[config.mk]
export PLATFORM = sky130hd
export DESIGN_NAME = shift_reg_mem_ctrl
export DESIGN_NICKNAME = d
export VERILOG_FILES = /design/src/rtl/shift_reg_mem_ctrl.sv
export SDC_FILE = /design/constraint.sdc
export NUM_CORES = 1
export LEC_CHECK = 0
export BUFFER_PORTS_ARGS = -buffer_cell sky130_fd_sc_hd__buf_2
export CAP_MARGIN = 40
export CORE_MARGIN = 4
export CORE_UTILIZATION = 55
export CTS_CLUSTER_DIAMETER = 60
export CTS_CLUSTER_SIZE = 8
export DETAILED_ROUTE_END_ITERATION = 12
export GPL_TIMING_DRIVEN = 0
export PLACE_DENSITY_LB_ADDON = 0.05
export SLEW_MARGIN = 20
export SYNTH_ARGS = -nofsm -noshare
export SYNTH_HDL_FRONTEND = slang
export SYNTH_SLANG_ARGS = --single-unit
[constraint.sdc]
create_clock -name clk -period 3.1 [get_ports clk]
set_input_delay 0.155 -clock clk [delete_from_list [all_inputs] [get_ports clk]]
set_output_delay 0.155 -clock clk [all_outputs]
set_load 0.01 [all_outputs]
[src/rtl/shift_reg_mem_ctrl.sv]
// shift_reg_mem_ctrl
// ------------------
// Sequencer for a DEPTH-entry signed 8-bit shift-register memory. A stream
// command fires the memory's parallel load. Each accepted output beat then
// shifts the memory down one slot, so the oldest entry, shift_reg[DEPTH-1],
// is always the beat being offered downstream. This block owns only the
// update strobes and the sequencing state. The data path lives in the
// memory's next-state logic.
//
// Ports
//   clk          : single clock, rising-edge
//   reset        : synchronous, active-high
//   cmd_valid    : stream command offered
//   cmd_len      : beats to stream (saturates at DEPTH)
//   cmd_ready    : command accepted when cmd_valid && cmd_ready
//   abort        : synchronous cancel of the current stream
//   write_enable : memory parallel-load select (load vs. shift)
//   reg_update   : memory register clock-enable
//   out_valid    : shift_reg[DEPTH-1] holds a valid beat
//   out_ready    : consumer accepts the beat
//   out_idx      : index of the current beat within the command
//   busy         : not in IDLE
//   done         : one-cycle pulse after the last beat of a command
//   aborted      : one-cycle pulse after an abort
module shift_reg_mem_ctrl #(
  parameter int DEPTH = 32,
  parameter int CNT_W = $clog2(DEPTH + 1)
) (
  input  logic             clk,
  input  logic             reset,
  input  logic             cmd_valid,
  input  logic [CNT_W-1:0] cmd_len,
  output logic             cmd_ready,
  input  logic             abort,
  output logic             write_enable,
  output logic             reg_update,
  output logic             out_valid,
  input  logic             out_ready,
  output logic [CNT_W-1:0] out_idx,
  output logic             busy,
  output logic             done,
  output logic             aborted
);

  localparam logic [CNT_W-1:0] DEPTH_C = CNT_W'(DEPTH);
  localparam logic [CNT_W-1:0] ONE_C   = CNT_W'(1);

  typedef enum logic [1:0] {
    IDLE   = 2'd0,
    STREAM = 2'd1,
    DONE   = 2'd2
  } state_t;

  state_t           state;
  state_t           state_next;
  logic [CNT_W-1:0] len_q;
  logic [CNT_W-1:0] len_next;
  logic [CNT_W-1:0] beat_q;
  logic [CNT_W-1:0] beat_next;
  logic             aborted_q;
  logic             aborted_next;
  logic [CNT_W-1:0] eff_len;
  logic             last_beat;

  // Longer requests than the memory holds can only ever stream DEPTH beats.
  assign eff_len   = (cmd_len > DEPTH_C) ? DEPTH_C : cmd_len;
  assign last_beat = (beat_q == len_q - ONE_C);

  always_ff @(posedge clk) begin
    if (reset) begin
      state     <= IDLE;
      len_q     <= '0;
      beat_q    <= '0;
      aborted_q <= 1'b0;
    end else begin
      state     <= state_next;
      len_q     <= len_next;
      beat_q    <= beat_next;
      aborted_q <= aborted_next;
    end
  end

  always_comb begin
    state_next   = state;
    len_next     = len_q;
    beat_next    = beat_q;
    aborted_next = 1'b0;
    cmd_ready    = 1'b0;
    write_enable = 1'b0;
    reg_update   = 1'b0;
    out_valid    = 1'b0;
    out_idx      = '0;
    done         = 1'b0;

    case (state)
      IDLE: begin
        // An abort in IDLE only blocks acceptance for that one cycle.
        cmd_ready = !abort;
        if (cmd_valid && !abort) begin
          if (eff_len != '0) begin
            // Load strobes are combinational so the memory captures
            // write_data at the same edge that accepts the command.
            write_enable = 1'b1;
            reg_update   = 1'b1;
            len_next     = eff_len;
            beat_next    = '0;
            state_next   = STREAM;
          end else begin
            // Empty command: nothing to load, just report completion.
            state_next = DONE;
          end
        end
      end

      STREAM: begin
        // Forcing out_valid low under abort guarantees no beat is consumed
        // (and the memory does not shift) in the cancel cycle.
        out_valid = !abort;
        out_idx   = beat_q;
        if (abort) begin
          state_next   = IDLE;
          aborted_next = 1'b1;
        end else if (out_ready) begin
          // Shift: write_enable stays low so entry 0 refills with zero.
          reg_update = 1'b1;
          beat_next  = beat_q + ONE_C;
          if (last_beat) begin
            state_next = DONE;
          end
        end
      end

      DONE: begin
        // Abort is ignored here; completion is already committed.
        done       = 1'b1;
        state_next = IDLE;
      end

      default: begin
        state_next = IDLE;
      end
    endcase

    // All outputs are quiet while reset is held, whatever the state is.
    if (reset) begin
      cmd_ready    = 1'b0;
      write_enable = 1'b0;
      reg_update   = 1'b0;
      out_valid    = 1'b0;
      out_idx      = '0;
      done         = 1'b0;
    end
  end

  assign busy    = !reset && (state != IDLE);
  assign aborted = !reset && aborted_q;

endmodule

Word-level counts from Yosys, hierarchy flattened
Cells that the tools add are included.
{"block": "totals", "reg_bits": 15, "inputBits": 11, "out_inout_bits": 13, "word_cells": 59}
{"block": "op_classes", "add_sub_neg": 2, "magnitude_cmp": 1, "n_eq_ne": 9, "n_mux": 29, "n_bitwise": 1, "n_reduce_logical": 13}
{"operator": "6-bit 2-to-1 mux", "count": 7}
{"operator": "1-bit 2-to-1 mux", "count": 14}
{"operator": "6-bit case mux with 2 select lines", "count": 1}
{"operator": "2-bit 2-to-1 mux", "count": 5}
{"operator": "2-bit inequality test (second input constant)", "count": 4}
{"operator": "6-bit by 1-bit adder with 6-bit output (second input constant)", "count": 1}
{"operator": "6-bit equality test", "count": 1}
{"operator": "6-bit greater-than comparator (second input constant)", "count": 1}
{"operator": "3-bit inequality test (second input constant)", "count": 2}
{"operator": "3-bit AND reduction", "count": 2}
{"operator": "6-bit nonzero test", "count": 1}
{"operator": "6-bit by 1-bit subtractor with 6-bit output (second input constant)", "count": 1}
{"operator": "5-bit AND reduction", "count": 1}
{"operator": "2-bit case mux with 2 select lines", "count": 1}
{"operator": "2-bit nonzero test", "count": 2}
{"operator": "1-bit logical AND", "count": 3}
{"operator": "2-bit by 1-bit equality test with 1-bit output (second input constant)", "count": 1}
{"operator": "2-bit equality test (second input constant)", "count": 1}
{"operator": "1-bit zero test", "count": 2}
{"operator": "2-bit zero test", "count": 1}
{"operator": "1-bit case mux with 2 select lines", "count": 1}
{"operator": "2-bit OR reduction", "count": 1}
{"operator": "1-bit inverter", "count": 1}

Depth between registers and ports, before layout
Gate-level depths: netlist of run 1.
{"block": "depth", "depth_word": 7, "mapped_depth": 7, "ltp_nobuf": 7}

Least setup slack after synthesis of run 1
Ideal clock, no wire load.
{"block": "synth_path", "kind": "flip-flop to flip-flop", "from": "register len_q[0]", "to": "register state[0]", "setup_time_ns": 0.132, "arrival_time_ns": 1.559, "t_required_ns": 2.968, "path_slack_ns": 1.409, "stages_incl_launch_ff": 8, "n_path_buf": 0, "period_less_slack_ns": 1.691, "cell_sequence": "dfxtp_1 inv_1 ha_1 o21ba_2 a221oi_1 a41oi_1 a311oi_1 o41ai_1"}
{"block": "synth_via", "elab_chain_cells": 4}
{"item": "from (decl)", "line": "56", "text": "logic [CNT_W-1:0] len_q;"}
{"item": "from (signal assigned)", "line": "77", "text": "len_q <= len_next;"}
{"item": "6-bit by 1-bit subtractor with 6-bit output", "line": "67", "text": "assign last_beat = (beat_q == len_q - ONE_C);"}
{"item": "6-bit equality test", "line": "67"}
{"item": "3-bit inequality test (no source line)"}
{"item": "3-bit AND reduction (no source line)"}
{"item": "to (signal assigned)", "line": "76", "text": "state <= state_next;"}
{"item": "to (decl)", "line": "54", "text": "state_t state;"}
Every way passes these cells.
A chain may end at the register's enable or synchronous reset.

Worst setup path after layout of run 1
{"block": "layout_path", "from": "register state[0]", "to": "output port reg_update"}
{"block": "layout_via", "elab_chain_cells": 3, "word_cells_on_any_way": 4, "classes_between": "1 x eq/ne; 2 x mux; 1 x reduce/logical"}
{"item": "2-bit by 1-bit equality test with 1-bit output or 2-bit zero test (tied branches)", "line": "95", "text": "case (state)"}
{"item": "1-bit case mux with 2 select lines *", "line": "95"}
{"item": "1-bit 2-to-1 mux *", "line": "145", "text": "if (reset) begin"}
{"item": "to (decl)", "line": "36", "text": "output logic reg_update,"}
Every way passes the cells marked *; elsewhere a longest branch is shown, timed or not.

==> results.sh, run 1 <==
export IMPL_status="completed"
export IMPL_clock_path_buffers=2
export IMPL_yosys_top_cells_area="dfxtp_1 31%, xnor2_1 5.4%, nor2_1 4.6%"
export IMPL_via_per_inst=5.42
export IMPL_drive_above_1_share_pct=23.6
export IMPL_crit_start="state[0]"
export IMPL_portBuffers=20
export IMPL_grt_first_pass_wirelength_um=3570
export IMPL_dpl_hpwl_um=1610
export IMPL_root_buffer="clkbuf_4"
export IMPL_hold_ws_ns=0.126
export IMPL_p_sw_share_pct=29.5
export IMPL_vias=910
export IMPL_r2r_slack_ns=1.10
export IMPL_die_area_um2=2510
export IMPL_pwr_share_clk_pct=31.0
export IMPL_finalCritPeriodShare_pct=65.1
export IMPL_endpoint_kind="output port"
export IMPL_clk_pin_slew_ns=0.10
export IMPL_rsz0062_at_grt="false"
export IMPL_yosysWarnings=0
export IMPL_crit_type="flip-flop to output port"
export IMPL_synth_edf_count=0
export IMPL_setup_viol=0
export IMPL_grt_use_total_pct=18.3
export IMPL_seqCellArea_um2=300
export IMPL_synthMostInstantiatedCell="dfxtp_1"
export IMPL_min_path_cells=3
export IMPL_slew_headroom_pct=68.3
export IMPL_fp_coreArea_um2=1590
export IMPL_drv_cap=0
export IMPL_yosysTopAreaCellShare_pct=30.8
export IMPL_gp_congestion=0.730
export IMPL_fin_crit_ns=2.02
export IMPL_cts_buffers=3
export IMPL_grt_max_degree=11
export IMPL_power_frac_comb_pct=16.8
export IMPL_ys_types=37
export IMPL_path_max_fanout=8
export IMPL_cts_resized=0
export IMPL_synth_common_cells="15 x dfxtp_1, 12 x nor2_1, 9 x nand2_1"
export IMPL_yosys_register_bits=15
export IMPL_firstDrtPassIters=4
export IMPL_hold_start="cmd_len[1]"
export IMPL_reg2reg_to="state[0]"
export IMPL_remaining_drc_errors=0
export IMPL_h_tree_depth=1
export IMPL_synthArstFlopShare_pct=0
export IMPL_io_pins=24
export IMPL_worstMarginPinSlew_ns=0.473
export IMPL_nets=158
export IMPL_multiInputGateArea_um2=628
export IMPL_rows=14
export IMPL_critPathMaxStageDelay_ns=0.33
export IMPL_first_global_vias=833
export IMPL_path_cells="clkbuf_1 -> nand2_1 -> a21boi_1 -> nor3b_1 -> buf_2"
export IMPL_fin_util_pct=71.1
export IMPL_antenna_found_initial=0
export IMPL_synth_area_um2=976
export IMPL_clock_fmax_ghz=0.496
export IMPL_crit_end="reg_update"
export IMPL_hold_path_class="input pin to flip-flop"
export IMPL_irDropWorstVdd_mv=0.245
export IMPL_required_ns=2.94
export IMPL_globalRoute_totalOverflow=0
export IMPL_fillers=145
export IMPL_die_y_um=50.1
export IMPL_syn_avg_cell_area_um2=8.13
export IMPL_setup_worst_path_start_class="flip-flop"
export IMPL_start_util_pct=61.2
export IMPL_skew_ns=0.00936
export IMPL_hold_violations=0
export IMPL_crit_slowest_cell="a21boi_1"
export IMPL_ant_nets=0
export IMPL_syn_inst=120
export IMPL_antenna_diode_count=0
export IMPL_syn2layout_area_growth_pct=16.2
export IMPL_wl_per_cell_um=12.5
export IMPL_cp_arrival_ns=1.86
export IMPL_p_int_w=0.000271
export IMPL_drv_slew=0
export IMPL_ys_flop_type="dfxtp_1"
export IMPL_r2r_cells=7
export IMPL_power_density_nw_per_um2=340
export IMPL_hold_buffers=0
export IMPL_wirelength_um=2090
export IMPL_setup_tns_ns=0
export IMPL_cts_sinks=15
export IMPL_syn_num_nets=133
export IMPL_p_seq_share_pct=52.2
export IMPL_synth_top_area_cell="dfxtp_1"
export IMPL_tritoncts="yes"
export IMPL_cts_setup_buffers=0
export IMPL_timing_rr_start="len_q[0]"
export IMPL_seq_area_frac_synth_pct=30.8
export IMPL_die_w_um=50.1
export IMPL_clock_latency_ns=0.30
export IMPL_drt_iter0_drc=10
export IMPL_p_leak_nw=0.467
export IMPL_power_switching_w=0.000114
cells in the final DEF (no fill, tap or decap), drive strengths merged, types with 2 or more instances in the layout:
cell type and n:
o211ai 2, xor2 4, nor3b 3, inv 4
mux2i 2, dfxtp 15, clkbuf 9, a21oi 8
nand4b 4, nor3 4, nor4 2, nand2 9
nand2b 4, xnor2 6, and2 7, nor2 12
ha 2, nor2b 2, nand3 7, buf 22
registers in the layout, indices dropped and copies added, names as in the netlist:
register   cells
aborted_q      1
beat_q         6
len_q          6
state          2
logic make-up (layout without fill, tap and decap cells):
kind of cell	count (synthesis)	count (layout)	synth area share (%)
mux	2	2	2.05
fa+ha+maj	2	2	2.56
xor+xnor	10	10	8.97
buf+inv	12	36	4.87
flops	15	15	30.8
simple gates	58	58	33.5
compound gates	21	21	17.3
metrics by stage:
| stage | worst slack, ns | total power (W) | instances | instance area (µm²) |
|---|---|---|---|---|
| floorplan | 1.41 | 0.000252 | 120 | 976 |
| global placement | 1.16 | 0.000268 | 164 | 1110 |
| detailed placement | 1.11 | 0.000270 | 164 | 1110 |
| CTS | 1.06 | 0.000387 | 168 | 1130 |
| global route | 0.895 | 0.000407 | 168 | 1130 |
| finish | 1.08 | 0.000385 | 168 | 1130 |
worst min path at each step:
stage	to
CTS	len_q[1]
finish	len_q[1]
global placement	len_q[1]
global route	len_q[1]
floorplan	len_q[5]
detailed placement	len_q[1]
power groups by stage:
stage	Sequential [W]	Combinational, W	Clock (W)
floorplan	0.000204	0.0000473	0
global placement	0.000205	0.0000627	0
detailed placement	0.000205	0.0000645	0
CTS	0.000201	0.0000652	0.000121
global route	0.000202	0.0000721	0.000133
finish	0.000201	0.0000648	0.000119
routing by layer:
layer  up-vias  global-route usage (%)  wire, µm
li1        472                       -         -
met1       412                    24.3       976
met2        21                    29.1       977
met3         5                    2.71        96
met4         0                    8.29        42
met5         -                       0         0
critical path, delay by kind of cell (launching register included):
family	cells	cell delay (ns)
buf+inv	2	0.46
simple gates	2	0.46
compound gates	1	0.33
flops	1	0.32
layout make-up:
cell class                 instances  area share, %
clock inverter                     1          0.442
multi-input combinational         93           55.4
clock buffer                       3           1.99
buffer                             8           2.87
tap                               24           2.65
inverter                           4           1.32
timing repair buffer              20           8.83
sequential                        15           26.5
Note: power is estimated with default switching activity, not from simulation.
==> run 2, diff against run 1 <==
--- a/config.mk
+++ b/config.mk
@@ -5,10 +5,11 @@
 export SDC_FILE = /design/constraint.sdc
 export NUM_CORES = 1
 export LEC_CHECK = 0
+export ABC_AREA = 1
 export BUFFER_PORTS_ARGS = -buffer_cell sky130_fd_sc_hd__buf_2
 export CAP_MARGIN = 40
 export CORE_MARGIN = 4
-export CORE_UTILIZATION = 55
+export CORE_UTILIZATION = 47
 export CTS_CLUSTER_DIAMETER = 60
 export CTS_CLUSTER_SIZE = 8
 export DETAILED_ROUTE_END_ITERATION = 12
==> constraint.sdc (replaced) <==
create_clock -name clk -period 1.7 [get_ports clk]
set_input_delay 0.085 -clock clk [delete_from_list [all_inputs] [get_ports clk]]
set_output_delay 0.085 -clock clk [all_outputs]
set_load 0.01 [all_outputs]
==> run 2 against run 1 <==
- clock power grew 74%
- register-to-register slack lost 0.96 ns
- global-route usage shrank 0.38 points
- die area grew 22%
- critical endpoint is now state[0]
==> results.sh, run 2 <==
export IMPL_grt_first_pass_wirelength_um=4550
export IMPL_synth_common_cells="35 x nand2_1, 24 x inv_1, 21 x nor2_1"
export IMPL_worstMarginPinSlew_ns=0.560
export IMPL_ant_nets=0
export IMPL_nets=202
export IMPL_clock_path_buffers=2
export IMPL_clock_fmax_ghz=0.641
export IMPL_setup_viol=0
export IMPL_cp_arrival_ns=1.73
export IMPL_crit_type="flip-flop to flip-flop"
export IMPL_final_cell_mix="35 x nand2_1, 24 x inv_1, 23 x buf_2"
export IMPL_status="completed"
export IMPL_syn2layout_area_growth_pct=17.0
export IMPL_via_per_inst=5.20
export IMPL_syn_inst=162
export IMPL_yosys_register_bits=15
export IMPL_synthArstFlopShare_pct=0
export IMPL_dpl_hpwl_um=2050
export IMPL_hold_violations=0
export IMPL_hold_path_class="input pin to flip-flop"
export IMPL_required_ns=1.88
export IMPL_drv_cap=0
export IMPL_vias=1117
export IMPL_fin_cells=215
export IMPL_cts_setup_buffers=0
export IMPL_hold_start="cmd_len[0]"
export IMPL_power_density_nw_per_um2=588
export IMPL_globalRoute_totalOverflow=0
export IMPL_synth_area_um2=1060
export IMPL_r2r_slack_ns=0.14
export IMPL_die_w_um=55.4
export IMPL_slew_headroom_pct=62.6
export IMPL_wirelength_um=2580
export IMPL_worst_slack_ns=0.141
export IMPL_root_buffer="clkbuf_4"
export IMPL_top_regs="beat_q x6, len_q x6, state x2"
export IMPL_r2r_cells=11
export IMPL_min_to="len_q[0]"
export IMPL_io_pins=24
export IMPL_start_util_pct=51.8
export IMPL_synth_edf_count=0
export IMPL_crit_start="len_q[0]"
export IMPL_fin_crit_ns=1.56
export IMPL_antenna_diode_count=0
export IMPL_h_tree_depth=1
export IMPL_antenna_found_initial=0
export IMPL_path_max_fanout=4
export IMPL_tritoncts="yes"
export IMPL_syn_num_nets=175
export IMPL_hold_buffers=0
export IMPL_cts_buffers=3
export IMPL_first_global_vias=1092
export IMPL_grt_max_degree=11
export IMPL_gp_congestion=0.811
export IMPL_ys_flop_type="dfxtp_1"
export IMPL_yosys_top_cells_area="dfxtp_1 28%, nand2_1 12%, inv_1 8.5%"
export IMPL_grt_use_total_pct=17.9
export IMPL_yosysTopAreaCellShare_pct=28.4
export IMPL_irDropWorstVdd_mv=0.493
export IMPL_wl_per_cell_um=12.0
export IMPL_clk_pin_slew_ns=0.09
export IMPL_syn_avg_cell_area_um2=6.53
export IMPL_cts_sinks=15
export IMPL_clock_latency_ns=0.28
export IMPL_setup_worst_path_start_class="flip-flop"
export IMPL_skew_ns=0.00289
export IMPL_drive_above_1_share_pct=29.3
export IMPL_cts_resized=0
export IMPL_yosysWarnings=0
export IMPL_portBuffers=22
export IMPL_drv_slew=0
export IMPL_synthMostInstantiatedCell="nand2_1"
export IMPL_endpoint_kind="flip-flop"
export IMPL_p_leak_nw=0.574
export IMPL_ys_types=26
export IMPL_die_area_um2=3070
export IMPL_drt_iter0_drc=16
export IMPL_finalCritPeriodShare_pct=91.7
export IMPL_final_common_cell="nand2_1"
export IMPL_reg2reg_to="state[0]"
export IMPL_dp_cells=211
export IMPL_remaining_drc_errors=0
export IMPL_firstDrtPassIters=4
export IMPL_dp_slack_ns=0.0865
export IMPL_timing_rr_start="len_q[0]"
export IMPL_synth_top_area_cell="dfxtp_1"
export IMPL_die_y_um=55.4
export IMPL_rows=16
export IMPL_seq_area_frac_synth_pct=28.4
export IMPL_fp_coreArea_um2=2040
export IMPL_min_path_cells=3
## run 2: cell count changes after synthesis, sizes merged, moves of 5 or more
cell / before / now
o21ai: 1 / 6
nand3: 7 / 18
xnor2: 6 / 0
and2: 7 / 0
clkbuf: 6 / 0
nor2: 12 / 26
inv: 4 / 29
nand2: 9 / 42
## run 2: worst max-delay path, stage by stage (launching register included)
cell,delay [ns]
dfxtp_2,0.36
inv_2,0.06
ha_1,0.31
inv_1,0.04
nand2_1,0.06
nand2_1,0.05
nor2_1,0.12
nand2_1,0.07
nor2_2,0.13
nand3_2,0.11
nand3_1,0.09
nand2_1,0.06
## run 2: kinds of logic after synthesis
family	count (synthesis)	share of synthesized area, %
compound gates	18	11.5
xor+xnor	3	2.49
fa+ha+maj	2	2.37
buf+inv	31	11.6
flops	15	28.4
simple gates	93	43.7
## run 2: worst max-delay path by stage
stage          endpoint  slack [ns]  cells past startpoint
3_5_place_dp   state[0]        0.09                     11
5_1_grt        state[0]       -0.03                     11
2_1_floorplan  state[0]        0.37                     11
3_3_place_gp   state[0]        0.16                     11
4_1_cts        state[0]        0.07                     11
6_report       state[0]        0.14                     11
## run 2: metrics by stage
step           utilization (%)  total power, W  area [µm²]  setup TNS (ns)  hold WS [ns]
2_1_floorplan                -        0.000479        1060               0         0.197
3_3_place_gp              58.8        0.000520        1200               0         0.360
3_5_place_dp              58.8        0.000525        1200               0         0.359
4_1_cts                   60.1        0.000730        1230               0        0.0509
5_1_grt                   60.6        0.000774        1240         -0.0293        0.0298
6_report                  60.6        0.000727        1240               0        0.0496
## run 2: cell type report
type / instances / area, µm²
Inverter: 29 / 114
Sequential cell: 15 / 303
Fill cell: 212 / 805
Tap cell: 27 / 33.8
Multi-Input combinational cell: 116 / 642
Buffer: 2 / 8.76
Timing Repair Buffer: 22 / 110
Clock buffer: 4 / 26.3
## run 2: per-layer routing
metal | up-vias | wire length [µm] | global-route usage [%]
met3 | 4 | 109 | 5.13
met2 | 23 | 1280 | 29.4
li1 | 569 | - | -
met5 | - | 0 | 0
met4 | 0 | 39 | 4.17
met1 | 521 | 1160 | 23.1
## run 2: where the power goes
group	switching, W	total, W	internal [W]
logic	0.0000977	0.000148	0.0000499
registers	0.0000109	0.000372	0.000361
clock network	0.000116	0.000207	0.0000912
total	0.000225	0.000727	0.000502
